[src/rtl/instr_fetch.sv]
// instr_fetch: PC-driven instruction fetch with a 2-entry {pc, word} FIFO, redirect/flush and halt at PC 0.
// Optional waitrequest stall counter is built when INSTR_FETCH_STALL_CNT_EN is defined.
module instr_fetch #(
    parameter logic [31:0] RESET_VECTOR = 32'hBFC0_0000
) (
    input  logic        clk,
    input  logic        reset_n,
    output logic [31:0] avm_address,
    output logic        avm_read,
    input  logic        avm_waitrequest,
    input  logic [31:0] avm_readdata,
    output logic [31:0] mem_in,
    output logic        fetch,
    output logic [31:0] pc_out,
    input  logic        instr_ack,
    input  logic        redirect,
    input  logic [31:0] redirect_pc,
    output logic        halted,
    output logic [31:0] stall_cycles
);
    typedef enum logic [1:0] {IDLE, REQ, DRAIN, HALT} state_t;
    state_t      state_q;
    logic [31:0] npc_q, addr_q;
    logic        read_q, halted_q, rd_q;
    logic [1:0]  cnt_q;
    logic [31:0] pc_q [2];
    logic [31:0] word_q [2];
    logic        accept, pending, pop, push, b2b, wr_idx;
    logic [1:0]  cnt_pop, cnt_after;
    logic [31:0] npc_inc, rpc;
    assign accept    = read_q && !avm_waitrequest;
    assign pending   = read_q && avm_waitrequest;
    assign pop       = instr_ack && fetch && !redirect;
    assign push      = accept && state_q == REQ && !redirect;
    assign cnt_pop   = cnt_q - {1'b0, pop};
    assign cnt_after = cnt_pop + {1'b0, push};
    assign npc_inc   = npc_q + 32'd4;
    assign rpc       = redirect_pc & ~32'h3;
    assign wr_idx    = rd_q ^ cnt_q[0];
    // Back-to-back read only when the FIFO still has room after this cycle's push/pop.
    assign b2b       = !cnt_after[1] && npc_inc != '0;
    always_ff @(posedge clk or negedge reset_n) begin
        if (!reset_n) begin
            state_q  <= IDLE;
            npc_q    <= RESET_VECTOR;
            addr_q   <= RESET_VECTOR;
            read_q   <= 1'b0;
            halted_q <= 1'b0;
            rd_q     <= 1'b0;
            cnt_q    <= '0;
            pc_q     <= '{default: '0};
            word_q   <= '{default: '0};
        end else if (redirect) begin
            // A stalled request must stay on the bus, so it is drained and its data dropped.
            cnt_q    <= '0;
            npc_q    <= rpc;
            read_q   <= pending;
            state_q  <= pending ? DRAIN : (rpc == '0 ? HALT : IDLE);
            halted_q <= !pending && rpc == '0;
        end else begin
            if (push) begin
                pc_q[wr_idx]   <= addr_q;
                word_q[wr_idx] <= avm_readdata;
            end
            rd_q  <= rd_q ^ pop;
            cnt_q <= cnt_after;
            case (state_q)
                IDLE: begin
                    if (npc_q == '0) begin
                        state_q  <= HALT;
                        halted_q <= 1'b1;
                    end else if (!cnt_pop[1]) begin
                        state_q <= REQ;
                        read_q  <= 1'b1;
                        addr_q  <= npc_q;
                    end
                end
                REQ: begin
                    if (accept) begin
                        npc_q <= npc_inc;
                        if (b2b) begin
                            addr_q <= npc_inc;
                        end else begin
                            state_q <= IDLE;
                            read_q  <= 1'b0;
                        end
                    end
                end
                DRAIN: begin
                    if (accept) begin
                        state_q <= IDLE;
                        read_q  <= 1'b0;
                    end
                end
                default: ;
            endcase
        end
    end
    assign avm_address = addr_q;
    assign avm_read    = read_q;
    assign fetch       = cnt_q != '0;
    assign mem_in      = word_q[rd_q];
    assign pc_out      = pc_q[rd_q];
    assign halted      = halted_q;
`ifdef INSTR_FETCH_STALL_CNT_EN
    logic [31:0] stall_q;
    always_ff @(posedge clk or negedge reset_n) begin
        if (!reset_n) stall_q <= '0;
        else if (pending && stall_q != 32'hFFFF_FFFF) stall_q <= stall_q + 32'd1;
    end
    assign stall_cycles = stall_q;
`else
    assign stall_cycles = '0;
`endif
endmodule

[config.mk]
export PLATFORM = sky130hd
export DESIGN_NAME = instr_fetch
export DESIGN_NICKNAME = d
export VERILOG_FILES = /design/src/rtl/instr_fetch.sv
export SDC_FILE = /design/constraint.sdc
export NUM_CORES = 1
export LEC_CHECK = 0
export BUFFER_PORTS_ARGS = -buffer_cell sky130_fd_sc_hd__buf_2
export CAP_MARGIN = 15
export CORE_MARGIN = 2
export CORE_UTILIZATION = 48
export DETAILED_ROUTE_END_ITERATION = 8
export PLACE_DENSITY = 0.77
export REMOVE_ABC_BUFFERS = 1
export SYNTH_ARGS = -nofsm -noshare
export SYNTH_HDL_FRONTEND = slang
export SYNTH_SLANG_ARGS = --single-unit
[constraint.sdc]
create_clock -name clk -period 4 [get_ports clk]
set_input_delay 0.8 -clock clk [delete_from_list [all_inputs] [get_ports clk]]
set_output_delay 0.8 -clock clk [all_outputs]
set_load 0.03 [all_outputs]
# Word-level counts from Yosys, hierarchy flattened
# Cells that the tools add are included.
# W data, S select, Z words.
# totals
word_cells,102
in_bits,69
output_inout_bits,131
ram_bits,0
latch_bits,0
rom_bits,0
memories,0
reg_bits,199
# op_classes
n_mul,0
n_div,0
muxes,38
bitwise_logic,5
magnitude_cmp,3
n_eq_ne,12
n_addsub,3
reduce_logical,30
n_shift,0
# ops
op,n
$mux W32,14
$bwmux W64,2
$logic_not A32 Y1,2
$pmux W32 S2,1
$add A32 B3 Y32 const B,1
$demux W32 S1,1
$reduce_bool A32 Y1,1
$mux W2,9
$ne A3 B3 Y1 const B,5
$reduce_and A6 Y1,2
$reduce_bool A2 Y1,6
$logic_and A1 B1 Y1,9
$mux W1,9
$ne A2 B2 Y1 const B,4
$pmux W2 S3,1
$reduce_and A2 Y1,3
$reduce_and A5 Y1,1
$ge A2 B2 Y1 const B,2
$logic_not A1 Y1,4
$ne A4 B4 Y1 const B,1
$not A1 Y2,2
$reduce_bool A4 Y1,1
$pmux W1 S3,1
$add A2 B1 Y2,1
7 further kinds,8

# Longest topological paths before layout
# Gate-level depths: netlist of the first run.
# logic_depth
depth_word,11
depth_mapped,13
mapped_depth_nobuf,10

# Least setup slack after synthesis of the first run
# No wires, ideal clock.
# synth_path
path_kind,in2reg
from,in redirect
to,reg addr_q[15] (netlist: avm_address[15])
path_buffers,3
setup_ns,0.125
arrival_time_ns,2.873
path_slack_ns,1.002
required_time_ns,3.875
stages,11
path_cell_list,clkbuf_1 -> and3b_1 -> ha_1 -> inv_1 -> ha_1 -> xnor2_1 -> nand3_2 -> a21bo_4 -> buf_6 -> buf_12 -> mux2_4
# synth_via
elab_chain_cells,8
word_cells_on_any_way,11
cone_classes,2 x add/sub; 2 x eq/ne; 1 x bitwise; 6 x reduce/logical
# synth_lines
element,line_no,text
"start, declared",16,"input logic redirect,"
$logic_not A1 Y1,"33, 34",
$logic_and A1 B1 Y1,33,assign pop = instr_ack && fetch && !redirect;
$sub A2 B1 Y2,35,"assign cnt_pop = cnt_q - {1'b0, pop};"
$add A2 B1 Y2,36,"assign cnt_after = cnt_pop + {1'b0, push};"
$logic_not A1 Y1,41,assign b2b = !cnt_after[1] && npc_inc != '0;
$logic_and A1 B1 Y1,41,
$ne A2 B2 Y1 (no source line),-,
$reduce_and A6 Y1 (no source line) *,-,
"end signal, assigned",75,addr_q <= npc_q;
"end signal, assigned",82,addr_q <= npc_inc;
"end, declared",23,"logic [31:0] npc_q, addr_q;"
# Every way passes the cells marked *; elsewhere a longest branch is shown, timed or not.
# A chain may end at the register's enable or synchronous reset.

# Worst setup path after layout of the first run
# layout_path
from,reg npc_q[3]
to,reg addr_q[30] (netlist: avm_address[30])
# layout_via
elab_chain_cells,5
word_cells_on_any_way,10
cone_classes,1 x add/sub; 2 x eq/ne; 3 x mux; 4 x reduce/logical
# layout_lines
element,line_no,text
"start, declared",23,
"start signal, assigned",56,npc_q <= rpc;
"start signal, assigned",80,npc_q <= npc_inc;
$add A32 B3 Y32,37,assign npc_inc = npc_q + 32'd4;
$reduce_bool A32 Y1,41,
$logic_and A1 B1 Y1,41,
$ne A2 B2 Y1 (no source line),-,
$reduce_and A6 Y1 (no source line),-,
# Parallel ways exist; a longest one is shown, timed or not. The select of a mux whose other input is x is not followed.

==> qor.csv, run 1 <==
metric,value,unit
type of the worst setup path,register to register,
layout cells sized above 1,0.457,
asr flop ratio synth,1.00,
multiplexer area fraction after synthesis,0.246,
MaxCap Viol Count,0,
first-pass GRT wire length,35900,um
Compound-Gate Fraction of Synth Area,0.0404,
grt total ovfl,0,
DIE AREA,22600,um2
width of the chip,150,um
FMAX,0.283,GHz
critical path arrival,3.84,ns
largest family of logic cells by synthesized area,multiplexers,
total power,8.39,mW
Worst path max stage delay,0.45,ns
"Reg clk slew, reported paths",0.07,ns
antenna violations before repair,1,
Synth top area share,0.421,
status,"finished, final reports clean",
vias in the first global route,7089,
fin crit share,0.883,
most common flop cell mapped by yosys,dfrtp_1,
cells along the critical path,ha_1 > and3_1 > nand2_1 > nor3_2 > o2bb2ai_1 > nor4_1 > o2111ai_2 > nand3_2 > a21bo_4 > buf_4 > mux2_2,
CTS max path bufs,2,
global-route usage over all layers,0.200,
setup repair bufs after CTS,0,
final net count,1087,
syn_area_per_cell,11.7,um2
worst hold path type,input port to asynchronous set/reset pin,
CP required,4.31,ns
xor and xnor area share after synthesis,0.0579,
IO buf count,161,
# DRC,0,
WL/cell,17.5,um
Initial Util,0.489,
wl on met1,10100,um
"Clk Latency, worst-skew pair",0.43,ns
GPL Wtd Cong,0.873,
Inserted Diodes,0,
die height,150,um
critical-path maximum fanout,14,
Cell variety after synth,66,
Tmin final,3.53,ns
synthesis-to-finish area growth,13.9,%
most frequent cell after synthesis,mux2_2,
Max Slew Vio Count,0,
Slew @ Worst Pin,0.974,ns
Iter 0 DRT Violations,357,
Adder-Cell Fraction of Synth Area,0.00973,
drt via density,5.42,
highest routed layer,met4,
Pwr Density,716,nW/um2
cts repair resizes,0,
crit end category,register,
P_leak,5.51,nW
DRT Wirelength,22600,um
Worst setup SP type,register,
cell area after synthesis,10300,um2
I/O pin count,200,
fin area,11700,um2
largest cells by area after synthesis,"dfrtp_1 42%, mux2_2 23%, dfstp_2 4.6%",
Setup Total Neg Slack,0,ns
core box area,21000,um2
hpwl dp,15500,um
drt first pass iters,5,
dominant cell type by area after synthesis,dfrtp_1,
Met3 Routed Length,1550,um
unrepaired setup endpoints after global routing,false,
Setup Skew,0.00827,ns
Cells after Synth,883,
post-cts hold buffer count,0,
Post-synth top cells,"208 x mux2_2, 173 x dfrtp_1, 76 x nand2_1, 45 x clkbuf_1, 43 x buf_4",
clk sinks,191,
Max rail drop VDD,0.000396,V
CTS Root Cell,clkbuf_16,
row cnt,53,
largest net degree at the start of global routing,118,
#FFs+latches synth,191,
Relative slew margins,0.351,
Post-synth EDFFs,0,
post-layout util,0.558,
Simple-Gate Fraction of Synth Area,0.117,
WL met2,10600,um
fill count,1822,
Worst R2R Setup Slack,0.47,ns
placed cell areas,11100,um2
Inserted Clock Buffers,17,
CTS tree,done,
Syn. warnings,0,
"slowest stage cell, crit path",dfrtp_1,
"Hold Vio Cnt, Final",0,
routed via count,7031,
sequential area share after synthesis,0.467,
fin worst setup slack,0.469,ns
antenna violation net count after detailed routing,0,
Setup WS pre-CTS,0.538,ns
# setup viols final,0,
H-tree levels,4,
==> where the power goes <==
| group | leakage [nW] | switching, mW | internal (mW) |
|---|---|---|---|
| registers | 2.42 | 0.548 | 2.67 |
| logic | 2.82 | 1.99 | 1.48 |
| clock network | 0.270 | 0.770 | 0.928 |
==> registers in the layout, summed over array words and instances (netlist names) <==
signal       cells
rd_q             1
avm_read         1
halted           1
cnt_q            2
word_q          64
avm_address     30
state_q          2
npc_q           30
pc_q            60
==> cell families after synthesis <==
logic type,count (synthesis)
compound gates,62
xor+xnor,68
fa+ha+maj,8
buf+inv,113
flops,191
mux,222
other cells,1
simple gates,218
==> critical path: cells and delay by family, from the launching register on <==
kind	cells	cell delay, ns
and+or+nand+nor	5	1.58
AOI/OAI and AO/OA	3	0.47
DFF	1	0.45
muxes	1	0.37
adders and majority gates	1	0.28
buffers and inverters	1	0.26
==> routing by layer <==
metal  vias to the layer above  GRT usage
met4                         0     0.0599
met2                       240      0.334
met5                         -          0
met1                      3469      0.266
li1                       3290          -
met3                        32     0.0373
==> placed cells by master (no fill, tap or decap), types with 8 or more instances in the layout <==
cell type / n
ha_1: 8
xnor2_1: 41
buf_2: 160
nor3_1: 11
nor4_1: 17
o21ai_0: 35
nor2_1: 26
nand2_1: 75
mux2_4: 10
dfstp_2: 18
clkbuf_16: 17
inv_1: 8
xor2_1: 27
buf_4: 13
nand4_1: 26
nand3_1: 15
and3_1: 8
mux2_2: 208
dfrtp_1: 172
conb_1: 36
==> final timing paths <==
| path | start | to | cells after the start |
|---|---|---|---|
| worst min register to register | pc_q[60]$_DFFE_PN0P_ | pc_q[60]$_DFFE_PN0P_ | 1 |
| worst min-delay path | reset_n | word_q[49]$_DFFE_PN0P_ | 1 |
| worst max register to register | npc_q[3]$_DFFE_PN0P_ | avm_address[30]$_DFFE_PN0P_ | 11 |
| worst max-delay path | npc_q[3]$_DFFE_PN0P_ | avm_address[30]$_DFFE_PN0P_ | 11 |
| max in group asynchronous | reset_n | word_q[35]$_DFFE_PN0P_ | 2 |
| min in group clk | pc_q[60]$_DFFE_PN0P_ | pc_q[60]$_DFFE_PN0P_ | 1 |
==> metrics by stage <==
step | hold slack [ns] | instances
2_1_floorplan | 0.474 | 814
3_3_place_gp | 0.481 | 1266
3_5_place_dp | 0.487 | 1266
4_1_cts | 0.503 | 1297
5_1_grt | 0.509 | 1297
6_report | 0.491 | 1297
==> cell type report <==
class / count / area, um2 / area share
repair buffers: 177 / 972 / 0.0829
inverters: 9 / 33.8 / 0.00288
clock buffers: 17 / 425 / 0.0363
clock inverters: 14 / 158 / 0.0135
flip-flops and latches: 191 / 4800 / 0.410
well taps: 275 / 344 / 0.0294
multi-input cells: 614 / 4980 / 0.425
(Power assumes the default switching activity.)
==> inputs of run 2 (changes only) <==
- SETUP_SLACK_MARGIN: not set -> 0.2
- clock period: 4 -> 4.54 ns (I/O delays scaled with it)
==> run 2 against run 1 <==
  * Hold slack improved by 0.010 ns
  * Combinational power fell by 12%
  * Utilization fell by 0.58 points
  * Setup slack improved by 0.25 ns
  * Sequential share of layout area rose by 0.43 points
  * Final area fell by 1.0%
  * Global-route usage fell by 0.27 points
  * Clock power fell by 19%
  * Flip-flop and latch count did not move
  * Critical path type unchanged
  * Critical endpoint is now avm_address[10]$_DFFE_PN0P_
==> qor.csv, run 2 (synthesis results as in run 1) <==
metric,value,unit,change
FF-to-FF path depth,10,,-1
hpwl dp,15300,um,-1.5%
IO buf count,161,,unchanged
crit end category,register,,
"commonest non-fill, non-tap cell in the layout",mux2_2,,
H-tree levels,4,,unchanged
"Reg clk slew, reported paths",0.07,ns,about the same
MaxCap Viol Count,0,,unchanged
most frequent cells in the layout,"208 x mux2_2, 172 x dfrtp_1, 160 x buf_2",,
cts repair resizes,0,,unchanged
largest net degree at the start of global routing,108,,-8.5%
WHS Endpoint,pc_q[12]$_DFFE_PN0P_,,
Iter 0 DRT Violations,344,,-3.6%
die height,150,um,unchanged
setup repair bufs after CTS,0,,unchanged
Worst Min Path Start,pc_q[12]$_DFFE_PN0P_,,
hold path cells,1,,
first-pass GRT wire length,35300,um,-1.7%
drt via density,5.45,,+0.55%
CTS max path bufs,2,,unchanged
Inserted Diodes,0,,unchanged
status,"finished, final reports clean",,
Slew @ Worst Pin,0.837,ns,-0.137 ns
routed via count,7037,,+0.085%
final net count,1080,,-0.64%
critical-path maximum fanout,29,,+15
Initial Util,0.489,,unchanged
unrepaired setup endpoints after global routing,false,,
fin crit share,0.842,,-0.0403
row cnt,53,,unchanged
CTS tree,done,,
Worst setup SP type,register,,
DIE AREA,22600,um2,unchanged
Pwr Density,624,nW/um2,-13%
layout cells sized above 1,0.453,,-0.00419
antenna violation net count after detailed routing,0,,unchanged
Top Registers,"word_q: 64 flops, pc_q: 60 flops",,
DRT Wirelength,22000,um,-2.6%
I/O pin count,200,,unchanged
antenna violations before repair,0,,-1
"Hold Vio Cnt, Final",0,,unchanged
P_leak,5.44,nW,-1.3%
Max Slew Vio Count,0,,unchanged
clk sinks,191,,unchanged
Worst R2R End,avm_address[10]$_DFFE_PN0P_,,
Worst R2R Setup Slack,0.72,ns,+0.25 ns
fin worst setup slack,0.716,ns,+0.246 ns
drt first pass iters,6,,+1
FMAX,0.261,GHz,-7.7%
total power,7.23,mW,-14%
critical path arrival,4.14,ns,+0.30 ns
worst hold path type,register to register,,
Tmin final,3.82,ns,+0.294 ns
Max rail drop VDD,0.000341,V,-14%
global-route usage over all layers,0.198,,-0.00271
Seq pwr share,0.388,,+0.004
Combinational Power Share,0.421,,+0.007
CP required,4.85,ns,+0.54 ns
Post-Place Cells,1259,,-0.55%
post-cts hold buffer count,0,,unchanged
Clock power frac,0.191,,-0.011
Setup Skew,0.0117,ns,+0.00344 ns
max reg flops,64,,unchanged
"Cell Count, Final, Fillers Out",1291,,-0.46%
"Clk Latency, worst-skew pair",0.43,ns,about the same
vias in the first global route,6936,,-2.2%
# setup viols final,0,,unchanged
width of the chip,150,um,unchanged
r2r startpoint,npc_q[2]$_DFFE_PN0P_,,
# DRC,0,,unchanged
CTS Root Cell,clkbuf_16,,
type of the worst setup path,register to register,,
Setup Total Neg Slack,0,ns,unchanged
Sw Ratio,0.400,,+0.00538
switching power,2.89,mW,-13%
Int Power,4.34,mW,-15%
grt total ovfl,0,,unchanged
most flop-heavy register,word_q,,
GPL Wtd Cong,0.867,,-0.62%
synthesis-to-finish area growth,12.7,%,
WL/cell,17.1,um,-2.2%
Setup WS pre-CTS,0.776,ns,+0.237 ns
Inserted Clock Buffers,17,,unchanged
core box area,21000,um2,unchanged
Relative slew margins,0.442,,+0.0912
run 2: cell types whose count changed in the layout (fill, tap and decap cells not counted):
| cell | before | now |
|---|---|---|
| bufinv_16 | 2 | 0 |
| clkinv_4 | 2 | 1 |
| clkinvlp_4 | 5 | 7 |
| clkbuf_1 | 0 | 1 |
| buf_4 | 13 | 8 |
| buf_12 | 3 | 1 |
| clkinv_2 | 1 | 2 |
run 2: worst max-delay path by stage:
stage | start | endpoint | slack (ns) | depth (start not counted)
floorplan | rd_q$_DFFE_PN0N_ | pc_q[34]$_DFFE_PN0P_ | 0.77 | 3
global placement | npc_q[2]$_DFFE_PN0P_ | avm_address[30]$_DFFE_PN0P_ | 0.85 | 10
detailed placement | npc_q[2]$_DFFE_PN0P_ | avm_address[11]$_DFFE_PN0P_ | 0.78 | 10
CTS | npc_q[2]$_DFFE_PN0P_ | avm_address[11]$_DFFE_PN0P_ | 0.75 | 10
global route | npc_q[2]$_DFFE_PN0P_ | avm_address[9]$_DFFE_PN0P_ | 0.35 | 10
finish | npc_q[2]$_DFFE_PN0P_ | avm_address[10]$_DFFE_PN0P_ | 0.72 | 10
run 2: metal layers:
metal  vias up  part of all wire  track usage
li1       3289                 -            -
met1      3464              0.43        0.260
met2       255              0.48        0.324
met3        29             0.072       0.0455
met4         0             0.016       0.0608
met5         -                 0            0
run 2: critical path: stages (launching register included):
cell	delay, ns
dfrtp_1	0.55
ha_1	0.31
and3_1	0.30
nand2_1	0.41
a2111oi_4	0.45
nor2_1	0.10
nor4_2	0.33
o2111ai_2	0.21
nand3_2	0.15
a21bo_4	0.48
mux2_2	0.39
run 2: power groups by stage:
stage          Clock, mW  Sequential, mW  Combinational, mW
2_1_floorplan          0            3.01               2.02
3_3_place_gp           0            2.80               3.02
3_5_place_dp           0            2.85               3.06
4_1_cts             1.43            2.82               3.08
5_1_grt             1.49            2.91               3.26
6_report            1.38            2.81               3.05
run 2: cell type report:
class / instances / area (um2)
repair buffers: 170 / 895
clock buffers: 18 / 429
flip-flops and latches: 191 / 4800
inverters: 9 / 33.8
multi-input cells: 614 / 4980
clock inverters: 14 / 109
fillers: 1852 / 9420
well taps: 275 / 344
run 2: stage by stage:
stage	util	hold WS [ns]	area [um2]
floorplan	-	0.474	9820
global placement	0.526	0.481	11100
detailed placement	0.526	0.488	11100
CTS	0.552	0.504	11600
global route	0.552	0.514	11600
finish	0.552	0.501	11600
